[config.mk]
export PLATFORM = sky130hd
export DESIGN_NAME = loopback_seq_flat
export DESIGN_NICKNAME = d
export VERILOG_FILES = /design/src/rtl/loopback_seq_if.sv /design/src/rtl/loopback_seq.sv /design/src/flat_wrapper.sv
export SDC_FILE = /design/constraint.sdc
export NUM_CORES = 1
export LEC_CHECK = 0
export BUFFER_PORTS_ARGS = -buffer_cell sky130_fd_sc_hd__buf_4
export CORE_MARGIN = 10
export CORE_UTILIZATION = 55
export CTS_CLUSTER_SIZE = 24
export DETAILED_ROUTE_END_ITERATION = 10
export PLACE_DENSITY = 0.78
export SYNTH_ARGS = -nofsm -noshare
export SYNTH_HDL_FRONTEND = slang
export SYNTH_SLANG_ARGS = --single-unit
[constraint.sdc]
create_clock -name clk -period 2.4 [get_ports clk]
set_input_delay 0.48 -clock clk [delete_from_list [all_inputs] [get_ports clk]]
set_output_delay 0.48 -clock clk [all_outputs]
set_load 0.1 [all_outputs]
[src/rtl/loopback_seq_if.sv]
// loopback_seq_if: control, status and loopback pad bundle of
// the PMOD loopback sequencer.
interface loopback_seq_if;
  logic       start;
  logic       mode;
  logic       abort;
  logic [1:0] rx_data;
  logic [1:0] tx_data;
  logic       sel;
  logic       drive_en;
  logic       busy;
  logic       done;
  logic       pass;
  logic [7:0] err_cnt;
  logic [2:0] fail_vec;
  logic [3:0] led;

  modport master (
    output start, mode, abort, rx_data,
    input  tx_data, sel, drive_en, busy, done,
    input  pass, err_cnt, fail_vec, led
  );

  modport slave (
    input  start, mode, abort, rx_data,
    output tx_data, sel, drive_en, busy, done,
    output pass, err_cnt, fail_vec, led
  );
endinterface

[src/rtl/loopback_seq.sv]
// loopback_seq: self-running stimulus/check sequencer for the
// 2-bit PMOD JC<->JD loopback, with pass/fail LEDs.
module loopback_seq #(
  parameter int SETTLE_CYCLES = 16
) (
  input  logic          clk,
  input  logic          rst,
  loopback_seq_if.slave bus
);

  typedef enum logic [2:0] {
    S_IDLE, S_DRIVE, S_SETTLE, S_CHECK, S_TURN, S_DONE
  } state_t;

  localparam logic [7:0] LP_LAST = 8'(SETTLE_CYCLES - 1);

  state_t     r_state, w_nxt;
  logic [2:0] r_vec, w_vec_nxt;
  logic [7:0] r_settle;
  logic [1:0] r_rx1, r_rx_s;
  logic       r_start, r_start_d;
  logic [7:0] r_err_cnt;
  logic [2:0] r_fail_vec;
  logic       r_first_err, r_run_err;
  logic       r_pass, r_ran;
  logic [1:0] r_tx;
  logic       r_sel;
  logic       w_start, w_abort, w_mis;

  assign w_start = r_start & ~r_start_d;
  assign w_abort = bus.abort & (r_state != S_IDLE);
  assign w_mis   = r_rx_s != r_vec[1:0];

  always_ff @(posedge clk) begin
    if (!rst) r_state <= S_IDLE;
    else      r_state <= w_nxt;
  end

  always_comb begin
    w_nxt     = r_state;
    w_vec_nxt = r_vec;
    unique case (r_state)
      S_IDLE: if (w_start) begin
        w_nxt     = S_DRIVE;
        w_vec_nxt = 3'd0;
      end
      S_DRIVE:  w_nxt = S_SETTLE;
      S_SETTLE: if (r_settle == LP_LAST) w_nxt = S_CHECK;
      S_CHECK: begin
        if (r_vec == 3'd7) begin
          w_nxt = S_DONE;
        end else if (r_vec == 3'd3) begin
          w_nxt     = S_TURN;
          w_vec_nxt = 3'd4;
        end else begin
          w_nxt     = S_DRIVE;
          w_vec_nxt = r_vec + 3'd1;
        end
      end
      S_TURN: w_nxt = S_DRIVE;
      S_DONE: begin
        if (bus.mode) begin
          w_nxt     = S_DRIVE;
          w_vec_nxt = 3'd0;
        end else begin
          w_nxt = S_IDLE;
        end
      end
      default: w_nxt = S_IDLE;
    endcase
    if (w_abort) begin
      w_nxt     = S_IDLE;
      w_vec_nxt = r_vec;
    end
  end

  // start edge flops reset high so a start held across reset is not a new edge
  always_ff @(posedge clk) begin
    if (!rst) begin
      r_start     <= 1'b1;
      r_start_d   <= 1'b1;
      r_rx1       <= 2'd0;
      r_rx_s      <= 2'd0;
      r_vec       <= 3'd0;
      r_settle    <= 8'd0;
      r_tx        <= 2'd0;
      r_sel       <= 1'b0;
      r_err_cnt   <= 8'd0;
      r_fail_vec  <= 3'd0;
      r_first_err <= 1'b0;
      r_run_err   <= 1'b0;
      r_pass      <= 1'b0;
      r_ran       <= 1'b0;
    end else begin
      r_start   <= bus.start;
      r_start_d <= r_start;
      r_rx1     <= bus.rx_data;
      r_rx_s    <= r_rx1;
      r_vec     <= w_vec_nxt;
      r_settle  <= (r_state == S_SETTLE) ? r_settle + 8'd1 : 8'd0;
      if (w_nxt == S_DRIVE) begin
        r_tx  <= w_vec_nxt[1:0];
        r_sel <= w_vec_nxt[2];
      end
      if (r_state == S_IDLE && w_start) begin
        r_err_cnt   <= 8'd0;
        r_fail_vec  <= 3'd0;
        r_first_err <= 1'b0;
        r_run_err   <= 1'b0;
      end
      if (r_state == S_CHECK && !w_abort && w_mis) begin
        if (r_err_cnt != 8'hFF) r_err_cnt <= r_err_cnt + 8'd1;
        r_run_err <= 1'b1;
        if (!r_first_err) begin
          r_fail_vec  <= r_vec;
          r_first_err <= 1'b1;
        end
      end
      if (r_state == S_DONE && !w_abort) begin
        r_pass <= ~r_run_err;
        r_ran  <= 1'b1;
        if (bus.mode) r_run_err <= 1'b0;
      end
    end
  end

  assign bus.tx_data  = r_tx;
  assign bus.sel      = r_sel;
  assign bus.drive_en = (r_state == S_DRIVE) ||
                        (r_state == S_SETTLE) ||
                        (r_state == S_CHECK);
  assign bus.busy     = r_state != S_IDLE;
  assign bus.done     = (r_state == S_DONE) & ~w_abort;
  assign bus.pass     = r_pass;
  assign bus.err_cnt  = r_err_cnt;
  assign bus.fail_vec = r_fail_vec;
  assign bus.led      = {r_err_cnt == 8'hFF, bus.busy,
                         ~r_pass & r_ran, r_pass & r_ran};

endmodule

[src/flat_wrapper.sv]
// flat-port wrapper written by rule: the top's interface ports become plain ports
module loopback_seq_flat 
#(
  parameter int SETTLE_CYCLES = 16
)
  (clk, rst, bus_start, bus_mode, bus_abort, bus_rx_data, bus_tx_data, bus_sel, bus_drive_en, bus_busy, bus_done, bus_pass, bus_err_cnt, bus_fail_vec, bus_led);
  loopback_seq_if bus_i ();
  input  logic clk;
  input  logic rst;
  input wire logic [$bits(bus_i.start)-1:0] bus_start;
  input wire logic [$bits(bus_i.mode)-1:0] bus_mode;
  input wire logic [$bits(bus_i.abort)-1:0] bus_abort;
  input wire logic [$bits(bus_i.rx_data)-1:0] bus_rx_data;
  output wire logic [$bits(bus_i.tx_data)-1:0] bus_tx_data;
  output wire logic [$bits(bus_i.sel)-1:0] bus_sel;
  output wire logic [$bits(bus_i.drive_en)-1:0] bus_drive_en;
  output wire logic [$bits(bus_i.busy)-1:0] bus_busy;
  output wire logic [$bits(bus_i.done)-1:0] bus_done;
  output wire logic [$bits(bus_i.pass)-1:0] bus_pass;
  output wire logic [$bits(bus_i.err_cnt)-1:0] bus_err_cnt;
  output wire logic [$bits(bus_i.fail_vec)-1:0] bus_fail_vec;
  output wire logic [$bits(bus_i.led)-1:0] bus_led;
  assign bus_i.start = bus_start;
  assign bus_i.mode = bus_mode;
  assign bus_i.abort = bus_abort;
  assign bus_i.rx_data = bus_rx_data;
  assign bus_tx_data = bus_i.tx_data;
  assign bus_sel = bus_i.sel;
  assign bus_drive_en = bus_i.drive_en;
  assign bus_busy = bus_i.busy;
  assign bus_done = bus_i.done;
  assign bus_pass = bus_i.pass;
  assign bus_err_cnt = bus_i.err_cnt;
  assign bus_fail_vec = bus_i.fail_vec;
  assign bus_led = bus_i.led;
  loopback_seq #(.SETTLE_CYCLES(SETTLE_CYCLES)) u_core (.clk(clk), .rst(rst), .bus(bus_i));
endmodule
==> qor.csv, run 1 <==
metric,value,unit
post-synthesis mux area share,0,%
leading area contributor after synthesis,dfxtp_1,
Clock Latency Late Sink,0.35,ns
I/O pin count,29,
Die ar.,5840,um^2
Adder-Cell Fraction of Synth Area,2.14,%
startpoint types,flip-flop,
leakage power,0.864,nW
Mapped Cells,200,
NetSw,0.248,mW
fraction of layout cells with a size suffix above 1,22.9,%
combinational group share of total power,5.5,%
GRT overflow,0,
Layout Nets,240,
core box area,3050,um^2
most frequent cells in the layout,"buf_4, dfxtp_1, nor2_1",
largest net degree at the start of global routing,17,
CP Max Fanout,6,
Final GP Congestion,0.830,
global-route wire length before repair,6730,um
Clock transition at path regs,0.11,ns
clk root buf,clkbuf_4,
post-route insts no fill,275,
Worst Clk Skew,0.00591,ns
via/cell ratio,5.61,
simple-gate share of the synthesized area,25.7,%
number of I/O port buffers,28,
"IR drop worst, VDD",360,uV
largest cells by area after synthesis,"dfxtp_1, nor2_1, nand2_1",
synthesized area per cell,8.75,um^2
Via Count,1542,
Max H-tree Level,2,
Post-synth EDFFs,0,
worst path required time,1.92,ns
"Hold Vio Cnt, Final",0,
Tot GR Track Use,13.6,%
part of the power in the clock network,33.4,%
drt drc,0,
Worst setup EP type,output port,
DRT iter0 DRCs,98,
top achievable clock speed,441,MHz
ys async rst share,0,%
Reg power frac,61.1,%
largest family of logic cells by synthesized area,simple AND/OR/NAND/NOR gates,
Initial Util,57.3,%
post-DP HPWL,2920,um
register-to-register setup slack,0.37,ns
drt first pass iters,4,
hold slack,0.316,ns
Routed WL per cell,14.0,um
Worst slew margin,55.3,%
ys flop type,dfxtp_1,
Ys Warns,0,
antenna diode count,0,
initial antenna violation count,0,
"Distinct cells, synth",43,
Power Internal,0.798,mW
Setup-failing EPs final,0,
sequential share of the synthesized area,43.5,%
xor and xnor area share after synthesis,4.50,%
clock tree buffer depth,2,
clk sinks,38,
Post-Syn Nets,210,
Placed Cells,267,
HP Class,input pin to flip-flop,
Final Cycle Share,94.4,%
total CTS buffers,5,
max cap viols,0,
critical path class,flip-flop to output port,
status,"complete, no violations",
Std-Cell Rows,20,
Final min period,2.27,ns
TritonCTS clock tree,done,
WP data arrival,1.79,ns
Worst Max-Slew Pin Slew,0.666,ns
RSZ-0062 raised after global routing,no,
DIE WIDTH,76.4,um
Sw Ratio,23.7,%
Die H,76.4,um
Area Overhead vs Synth,19.9,%
area of the mapped netlist,1750,um^2
post-synth top area share,43.5,%
fin. max-slew vios,0,
vias in the first global route,1493,
complex-gate fraction of the synthesized area,20.8,%
synthesized flop and latch total,38,
hold buffers post-CTS,0,
drt total wl,3850,um
power density cells,498,nW/um^2
post-route ant nets,0,
==> power by group through the flow <==
stage	logic (mW)	clock network [mW]	registers [mW]
2_1_floorplan	0.0398	0	0.652
3_3_place_gp	0.0565	0	0.654
3_5_place_dp	0.0578	0	0.654
4_1_cts	0.0580	0.353	0.639
5_1_grt	0.0632	0.380	0.641
6_report	0.0575	0.349	0.639
==> routing by layer <==
metal / global-route usage (%) / vias to the layer above / wire length [um]
li1: - / 783 / -
met1: 15.8 / 715 / 1730
met2: 22.0 / 35 / 1820
met3: 4.25 / 9 / 212
met4: 6.51 / 0 / 80
met5: 0 / - / 0
==> state kept, by name, summed over array words and instances, names as in the netlist <==
name	cells
u_core.r_ran	1
u_core.r_first_err	1
u_core.r_state	3
u_core.r_start_d	1
u_core.bus.err_cnt	8
u_core.r_rx1	2
u_core.r_rx_s	2
u_core.bus.fail_vec	3
u_core.bus.sel	1
u_core.r_run_err	1
u_core.r_vec	3
u_core.r_settle	8
u_core.bus.pass	1
u_core.bus.tx_data	2
u_core.r_start	1
==> critical path, stage by stage, from the launching register on <==
cell,delay [ns]
dfxtp_2,0.40
ha_1,0.20
nand3_1,0.17
or2_2,0.38
clkinvlp_4,0.10
buf_8,0.19
==> through the flow <==
step / setup WS (ns) / util, % / area (um^2) / power, mW / setup TNS (ns)
after global placement: 0.429 / 66.6 / 2030 / 0.710 / 0
after CTS: 0.0571 / 68.5 / 2090 / 1.05 / 0
after global routing: 0.0142 / 68.8 / 2100 / 1.08 / 0
after detailed placement: 0.392 / 66.6 / 2030 / 0.712 / 0
after floorplan: -0.0552 / - / 1780 / 0.692 / -0.168
final: 0.135 / 68.8 / 2100 / 1.05 / 0
==> layout make-up <==
cell class | instances | area [um^2]
clock buffers | 7 | 55.1
clock inverters | 1 | 5.00
fillers | 268 | 953
inverters | 6 | 26.3
multi-input cells | 148 | 947
flip-flops and latches | 38 | 771
well taps | 44 | 55.1
repair buffers | 31 | 240
==> logic make-up after synthesis <==
family | after synthesis
AND/OR/NAND/NOR | 84
XOR/XNOR | 9
adder cells (fa/ha/maj) | 3
flip-flops | 38
buffers and inverters | 14
AO/OA/AOI/OAI | 52
==> final timing paths <==
check,end,cells past startpoint,startpoint
worst min register to register,u_core.r_rx_s[0]$_SDFF_PN0_,1,u_core.r_rx1[0]$_SDFF_PN0_
worst max-delay path,bus_led[3],5,u_core.bus.err_cnt[0]$_SDFF_PN0_
worst max register to register,u_core.bus.tx_data[0]$_SDFFE_PN0N_,4,u_core.r_state[0]$_SDFF_PN0_
worst min-delay path,u_core.r_start$_SDFF_PN1_,2,bus_start
==> synthesized netlist by cell type, types with 5 or more instances <==
library cell  instances
a21o_1                5
nand2b_1              5
o21ai_0               8
inv_1                 6
nor3_1                6
xor2_1                5
nand3_1               7
dfxtp_1              38
nand2_1              15
a21oi_1               8
and2_1                5
nor2_1               19
==> what timing repair did <==
item	4_1_cts	5_1_grt
resized for setup	0	2
buffers inserted	0	0
endpoints found under the hold margin	0	0
setup endpoints to repair	0	1
No activity file was read; power rests on OpenSTA's default activity.
==> inputs of run 2 (changes only) <==
--- a/config.mk
+++ b/config.mk
@@ -5,9 +5,11 @@
 export SDC_FILE = /design/constraint.sdc
 export NUM_CORES = 1
 export LEC_CHECK = 0
+export ABC_AREA = 1
 export BUFFER_PORTS_ARGS = -buffer_cell sky130_fd_sc_hd__buf_4
 export CORE_MARGIN = 10
 export CORE_UTILIZATION = 55
+export CTS_CLUSTER_DIAMETER = 100
 export CTS_CLUSTER_SIZE = 24
 export DETAILED_ROUTE_END_ITERATION = 10
 export PLACE_DENSITY = 0.78
==> qor.csv, run 2 <==
metric,value,unit,change
sequential share of the synthesized area,42.4,%,-1.1 points
post-DP HPWL,2890,um,-0.84%
ys async rst share,0,%,unchanged
Clock Latency Late Sink,0.36,ns,about the same
synthesized flop and latch total,38,,unchanged
Worst slew margin,77.1,%,+22 points
vias in the first global route,1486,,-0.47%
Mapped Cells,265,,+33%
HP Class,input pin to flip-flop,,
"most common cell after layout, fill and taps aside",nand2_1,,
core box area,3080,um^2,+0.82%
most frequent cell after synthesis,nand2_1,,
global-route wire length before repair,6530,um,-3.0%
ys flop type,dfxtp_1,,
"IR drop worst, VDD",375,uV,+4.2%
max cap viols,0,,unchanged
Routed WL per cell,11.4,um,-19%
combinational group share of total power,7.5,%,+2.0 points
antenna diode count,0,,unchanged
Area Overhead vs Synth,19.2,%,
Clock transition at path regs,0.12,ns,about the same
fin. max-slew vios,0,,unchanged
synthesized area per cell,6.77,um^2,-23%
top achievable clock speed,447,MHz,+1.3%
Worst setup EP type,output port,,
Power Total,1.14,mW,+9.4%
WP data arrival,1.76,ns,-0.03 ns
GRT overflow,0,,unchanged
status,"complete, no violations",,
Post-synth EDFFs,0,,unchanged
fill count,295,,+10%
area of the mapped netlist,1790,um^2,+2.5%
Sw Ratio,24.7,%,+0.92 points
Final Cycle Share,93.2,%,-1.2 points
total CTS buffers,5,,unchanged
power density cells,535,nW/um^2,+7.3%
initial antenna violation count,0,,unchanged
xor and xnor area share after synthesis,1.95,%,-2.6 points
I/O pin count,29,,unchanged
Power Internal,0.862,mW,+8.1%
Die H,77.1,um,+0.92%
leakage power,1.02,nW,+18%
clock tree buffer depth,2,,unchanged
"top cells by count, synth","nand2_1, nor2_1, dfxtp_1",,
critical path class,flip-flop to output port,,
total negative slack,0,ns,unchanged
largest family of logic cells by synthesized area,simple AND/OR/NAND/NOR gates,,
Ys Warns,0,,unchanged
part of the power in the clock network,36.4,%,+3.0 points
CP Max Fanout,5,,-1
DRT iter0 DRCs,127,,+30%
Worst Clk Skew,0.0111,ns,+0.00520 ns
largest cells by area after synthesis,"dfxtp_1, nand2_1, nor2_1",,
"Hold Vio Cnt, Final",0,,unchanged
Via Count,1668,,+8.2%
Worst Max-Slew Pin Slew,0.344,ns,-0.323 ns
RSZ-0062 raised after global routing,no,,
clk root buf,clkbuf_4,,
Layout Nets,307,,+28%
Setup-failing EPs final,0,,unchanged
NetSw,0.282,mW,+14%
number of I/O port buffers,28,,unchanged
Max H-tree Level,2,,unchanged
leading area contributor after synthesis,dfxtp_1,,
drt total wl,3900,um,+1.2%
Post-Syn Nets,275,,+31%
post-synth top area share,42.4,%,-1.1 points
drt drc,0,,unchanged
Final min period,2.24,ns,-0.0280 ns
Reg area,766,um^2,-0.65%
via/cell ratio,4.88,,-13%
Reg power frac,56.1,%,-5.0 points
DIE WIDTH,77.1,um,+0.92%
Adder-Cell Fraction of Synth Area,2.09,%,-0.052 points
Die ar.,5950,um^2,+1.8%
Multi-input gate area,865,um^2,-8.7%
most frequent cells in the layout,"nand2_1, nor2_1, inv_1",,
Initial Util,58.3,%,+0.96 points
clk sinks,38,,unchanged
simple-gate share of the synthesized area,35.4,%,+9.8 points
Std-Cell Rows,20,,unchanged
"Distinct cells, synth",24,,-44%
post-synthesis mux area share,0,%,unchanged
hold buffers post-CTS,0,,unchanged
complex-gate fraction of the synthesized area,8.44,%,-12 points
post-route ant nets,0,,unchanged
drt first pass iters,5,,+1
startpoint types,flip-flop,,
Final GP Congestion,0.825,,-0.59%
largest net degree at the start of global routing,16,,-1
worst path required time,1.92,ns,about the same
fraction of layout cells with a size suffix above 1,19.8,%,-3.1 points
TritonCTS clock tree,done,,
Tot GR Track Use,13.2,%,-0.36 points
-- run 2: cell count changes after synthesis, sizes merged, moves of 8 or more --
cell / before / now
nand2: 15 / 69
inv: 6 / 38
a21oi: 8 / 16
nand3: 7 / 19
nor2: 19 / 47
-- run 2: per-layer routing --
| metal | track usage, % | up-vias | part of all wire (%) |
|---|---|---|---|
| li1 | - | 887 | - |
| met1 | 16.3 | 729 | 47 |
| met2 | 20.4 | 42 | 45 |
| met3 | 4.55 | 10 | 5.9 |
| met4 | 5.47 | 0 | 1.9 |
| met5 | 0 | - | 0 |
-- run 2: worst paths after layout --
check                                                      start                          endpoint  slack [ns]  cells past startpoint
worst max-delay path            u_core.bus.err_cnt[0]$_SDFF_PN0_                        bus_led[3]        0.16                      6
worst min-delay path                              bus_rx_data[0]        u_core.r_rx1[0]$_SDFF_PN0_        0.30                      3
worst max register to register  u_core.bus.err_cnt[0]$_SDFF_PN0_  u_core.bus.err_cnt[7]$_SDFF_PN0_        0.66                      9
worst min register to register        u_core.r_rx1[0]$_SDFF_PN0_       u_core.r_rx_s[0]$_SDFF_PN0_        0.42                      2
-- run 2: critical path: stages, from the launching register on --
cell and delay [ns]:
dfxtp_2 0.39, ha_1 0.19, nand3_1 0.12, nor2_2 0.16, nand4_1 0.19, clkinvlp_4 0.12, buf_6 0.22
-- run 2: cell type report --
class,instances,share of cell area (%)
clock buffer,8,3.68
inverter,38,6.84
multi-input combinational,184,40.4
sequential,38,35.8
tap,44,2.57
timing repair buffer,30,10.7
-- run 2: what timing repair did --
action | 4_1_cts | 5_1_grt
pin swaps | 1 | 0
endpoints found under the hold margin | 0 | 0
setup endpoints to repair | 1 | 1
resized for setup | 0 | 2
setup buffers | 1 | 0
-- run 2: power by group through the flow --
stage | clock network, mW | logic (mW) | registers, mW
6_report | 0.416 | 0.0859 | 0.642
3_5_place_dp | 0 | 0.0867 | 0.656
3_3_place_gp | 0 | 0.0864 | 0.656
5_1_grt | 0.439 | 0.0927 | 0.643
2_1_floorplan | 0 | 0.0454 | 0.673
4_1_cts | 0.418 | 0.0869 | 0.642
-- run 2: kinds of logic after synthesis --
group,count (synthesis)
AND/OR/NAND/NOR,147
buffers and inverters,43
flip-flops,38
AO/OA/AOI/OAI,30
XOR/XNOR,4
adder cells (fa/ha/maj),3
-- run 2: per-stage QoR --
| step | instances | instance area (um^2) | hold WS (ns) | util (%) | setup WS (ns) |
|---|---|---|---|---|---|
| 2_1_floorplan | 265 | 1810 | 0.390 | - | -0.142 |
| 3_3_place_gp | 333 | 2050 | 0.394 | 66.5 | 0.405 |
| 3_5_place_dp | 333 | 2050 | 0.398 | 66.5 | 0.359 |
| 4_1_cts | 342 | 2130 | 0.299 | 69.3 | 0.102 |
| 5_1_grt | 342 | 2140 | 0.290 | 69.5 | 0.0107 |
| 6_report | 342 | 2140 | 0.300 | 69.5 | 0.163 |
==> inputs of run 3 (changes only) <==
--- a/config.mk
+++ b/config.mk
@@ -7,12 +7,13 @@
 export LEC_CHECK = 0
 export ABC_AREA = 1
 export BUFFER_PORTS_ARGS = -buffer_cell sky130_fd_sc_hd__buf_4
-export CORE_MARGIN = 10
-export CORE_UTILIZATION = 55
+export CORE_ASPECT_RATIO = 1.4
+export CORE_MARGIN = 2
+export CORE_UTILIZATION = 45
 export CTS_CLUSTER_DIAMETER = 100
 export CTS_CLUSTER_SIZE = 24
 export DETAILED_ROUTE_END_ITERATION = 10
-export PLACE_DENSITY = 0.78
+export PLACE_DENSITY = 0.66
 export SYNTH_ARGS = -nofsm -noshare
 export SYNTH_HDL_FRONTEND = slang
 export SYNTH_SLANG_ARGS = --single-unit
==> qor.csv, run 3 (synthesis results as in run 2) <==
metric,value,unit,change
DRT met1 WL,1580,um,-14%
via/cell ratio,4.81,,-1.3%
clock tree buffer depth,2,,unchanged
most frequent cells in the layout,"nand2_1, nor2_1, inv_1",,
fin. max-slew vios,0,,unchanged
global-route wire length before repair,6270,um,-4.0%
max cap viols,0,,unchanged
RSZ-0062 raised after global routing,no,,
number of I/O port buffers,28,,unchanged
Worst Clk Skew,0.00350,ns,-0.00762 ns
drt total wl,3510,um,-9.9%
TritonCTS clock tree,done,,
Die ar.,4520,um^2,-24%
power density cells,543,nW/um^2,+1.5%
Std-Cell Rows,27,,+35%
Routed met2 length,1670,um,-5.2%
core box area,3880,um^2,+26%
Setup-failing EPs final,0,,unchanged
clk root buf,clkbuf_8,,
initial antenna violation count,0,,unchanged
Via Count,1641,,-1.6%
fin area,2140,um^2,+0.23%
Final Cycle Share,90.1,%,-3.2 points
"most common cell after layout, fill and taps aside",nand2_1,,
Layout Nets,307,,unchanged
top achievable clock speed,463,MHz,+3.5%
post-route ant nets,0,,unchanged
Area Overhead vs Synth,19.5,%,
total negative slack,0,ns,unchanged
"IR drop worst, VDD",397,uV,+5.6%
drt first pass iters,4,,-1
worst path required time,1.92,ns,about the same
CP Max Fanout,5,,unchanged
I/O pin count,29,,unchanged
Routed WL per cell,10.3,um,-9.7%
Clock transition at path regs,0.07,ns,-0.05 ns
Max H-tree Level,2,,unchanged
routed wl met3,162,um,-30%
Initial Util,46.2,%,-12 points
Worst slew margin,76.9,%,-0.15 points
Clock Latency Late Sink,0.28,ns,-0.08 ns
status,"complete, no violations",,
Die H,78.7,um,+2.1%
hold slack,0.372,ns,+0.0717 ns
total CTS buffers,5,,unchanged
clk sinks,38,,unchanged
Worst setup EP type,output port,,
post-cts resize count,0,,unchanged
Worst Max-Slew Pin Slew,0.346,ns,+0.00271 ns
hold buffers post-CTS,0,,unchanged
antenna diode count,0,,unchanged
"Hold Vio Cnt, Final",0,,unchanged
Power Total,1.16,mW,+1.7%
Placed Cells,333,,unchanged
HP Class,input pin to flip-flop,,
leakage power,1.03,nW,+0.30%
critical path class,flip-flop to output port,,
Util after Layout,55.2,%,-14 points
DP Area,2050,um^2,+0.31%
setup ws final,0.239,ns,+0.0757 ns
pre-CTS setup slack,0.551,ns,+0.192 ns
Tot GR Track Use,17.6,%,+4.4 points
GRT overflow,0,,unchanged
drt drc,0,,unchanged
Post-CTS Setup Inserts,0,,-1
DIE WIDTH,57.4,um,-26%
post-route insts no fill,341,,-0.29%
Final min period,2.16,ns,-0.0757 ns
vias in the first global route,1533,,+3.2%
largest net degree at the start of global routing,16,,unchanged
post-DP HPWL,2740,um,-5.1%
highest metal layer with signal wires,met4,,
Final GP Congestion,0.868,,+5.2%
WP data arrival,1.68,ns,-0.08 ns
fraction of layout cells with a size suffix above 1,19.1,%,-0.67 points
startpoint types,flip-flop,,
DRT iter0 DRCs,54,,-57%
-- run 3: cell types whose count changed in the layout (fill, tap and decap cells not counted), sizes merged --
| cell | change |
|---|---|
| clkinv | +1 |
| clkbuf | -1 |
-- run 3: layout make-up --
cell class	instances	area (um^2)
Timing Repair Buffer	30	225
Tap cell	43	53.8
Multi-Input combinational cell	184	862
Inverter	38	146
Clock buffer	7	86.3
Clock inverter	1	5.00
Fill cell	390	1740
Sequential cell	38	766
-- run 3: power breakdown --
part / internal, mW / switching [mW]
registers: 0.638 / 0.00367
logic: 0.0236 / 0.0616
clock network: 0.231 / 0.206
total: 0.893 / 0.271
-- run 3: worst paths after layout --
path,from,to,slack (ns),depth (start not counted)
setup / recovery,u_core.bus.err_cnt[0]$_SDFF_PN0_,bus_led[3],0.24,6
hold / removal,bus_rx_data[1],u_core.r_rx1[1]$_SDFF_PN0_,0.37,3
setup reg to reg,u_core.bus.err_cnt[0]$_SDFF_PN0_,u_core.bus.err_cnt[3]$_SDFF_PN0_,0.70,9
hold reg to reg,u_core.r_rx1[0]$_SDFF_PN0_,u_core.r_rx_s[0]$_SDFF_PN0_,0.41,2
-- run 3: worst max-delay path: stages, from the launching register on --
cell and delay, ns:
dfxtp_2 0.36, ha_1 0.19, nand3_1 0.11, nor2_1 0.18, nand4_1 0.18, clkinvlp_4 0.10, buf_4 0.28
-- run 3: layer usage --
| layer | GRT usage, % | vias to the layer above |
|---|---|---|
| met4 | 8.60 | 0 |
| li1 | - | 891 |
| met2 | 30.3 | 37 |
| met3 | 4.40 | 9 |
| met1 | 19.9 | 704 |
| met5 | 0 | - |
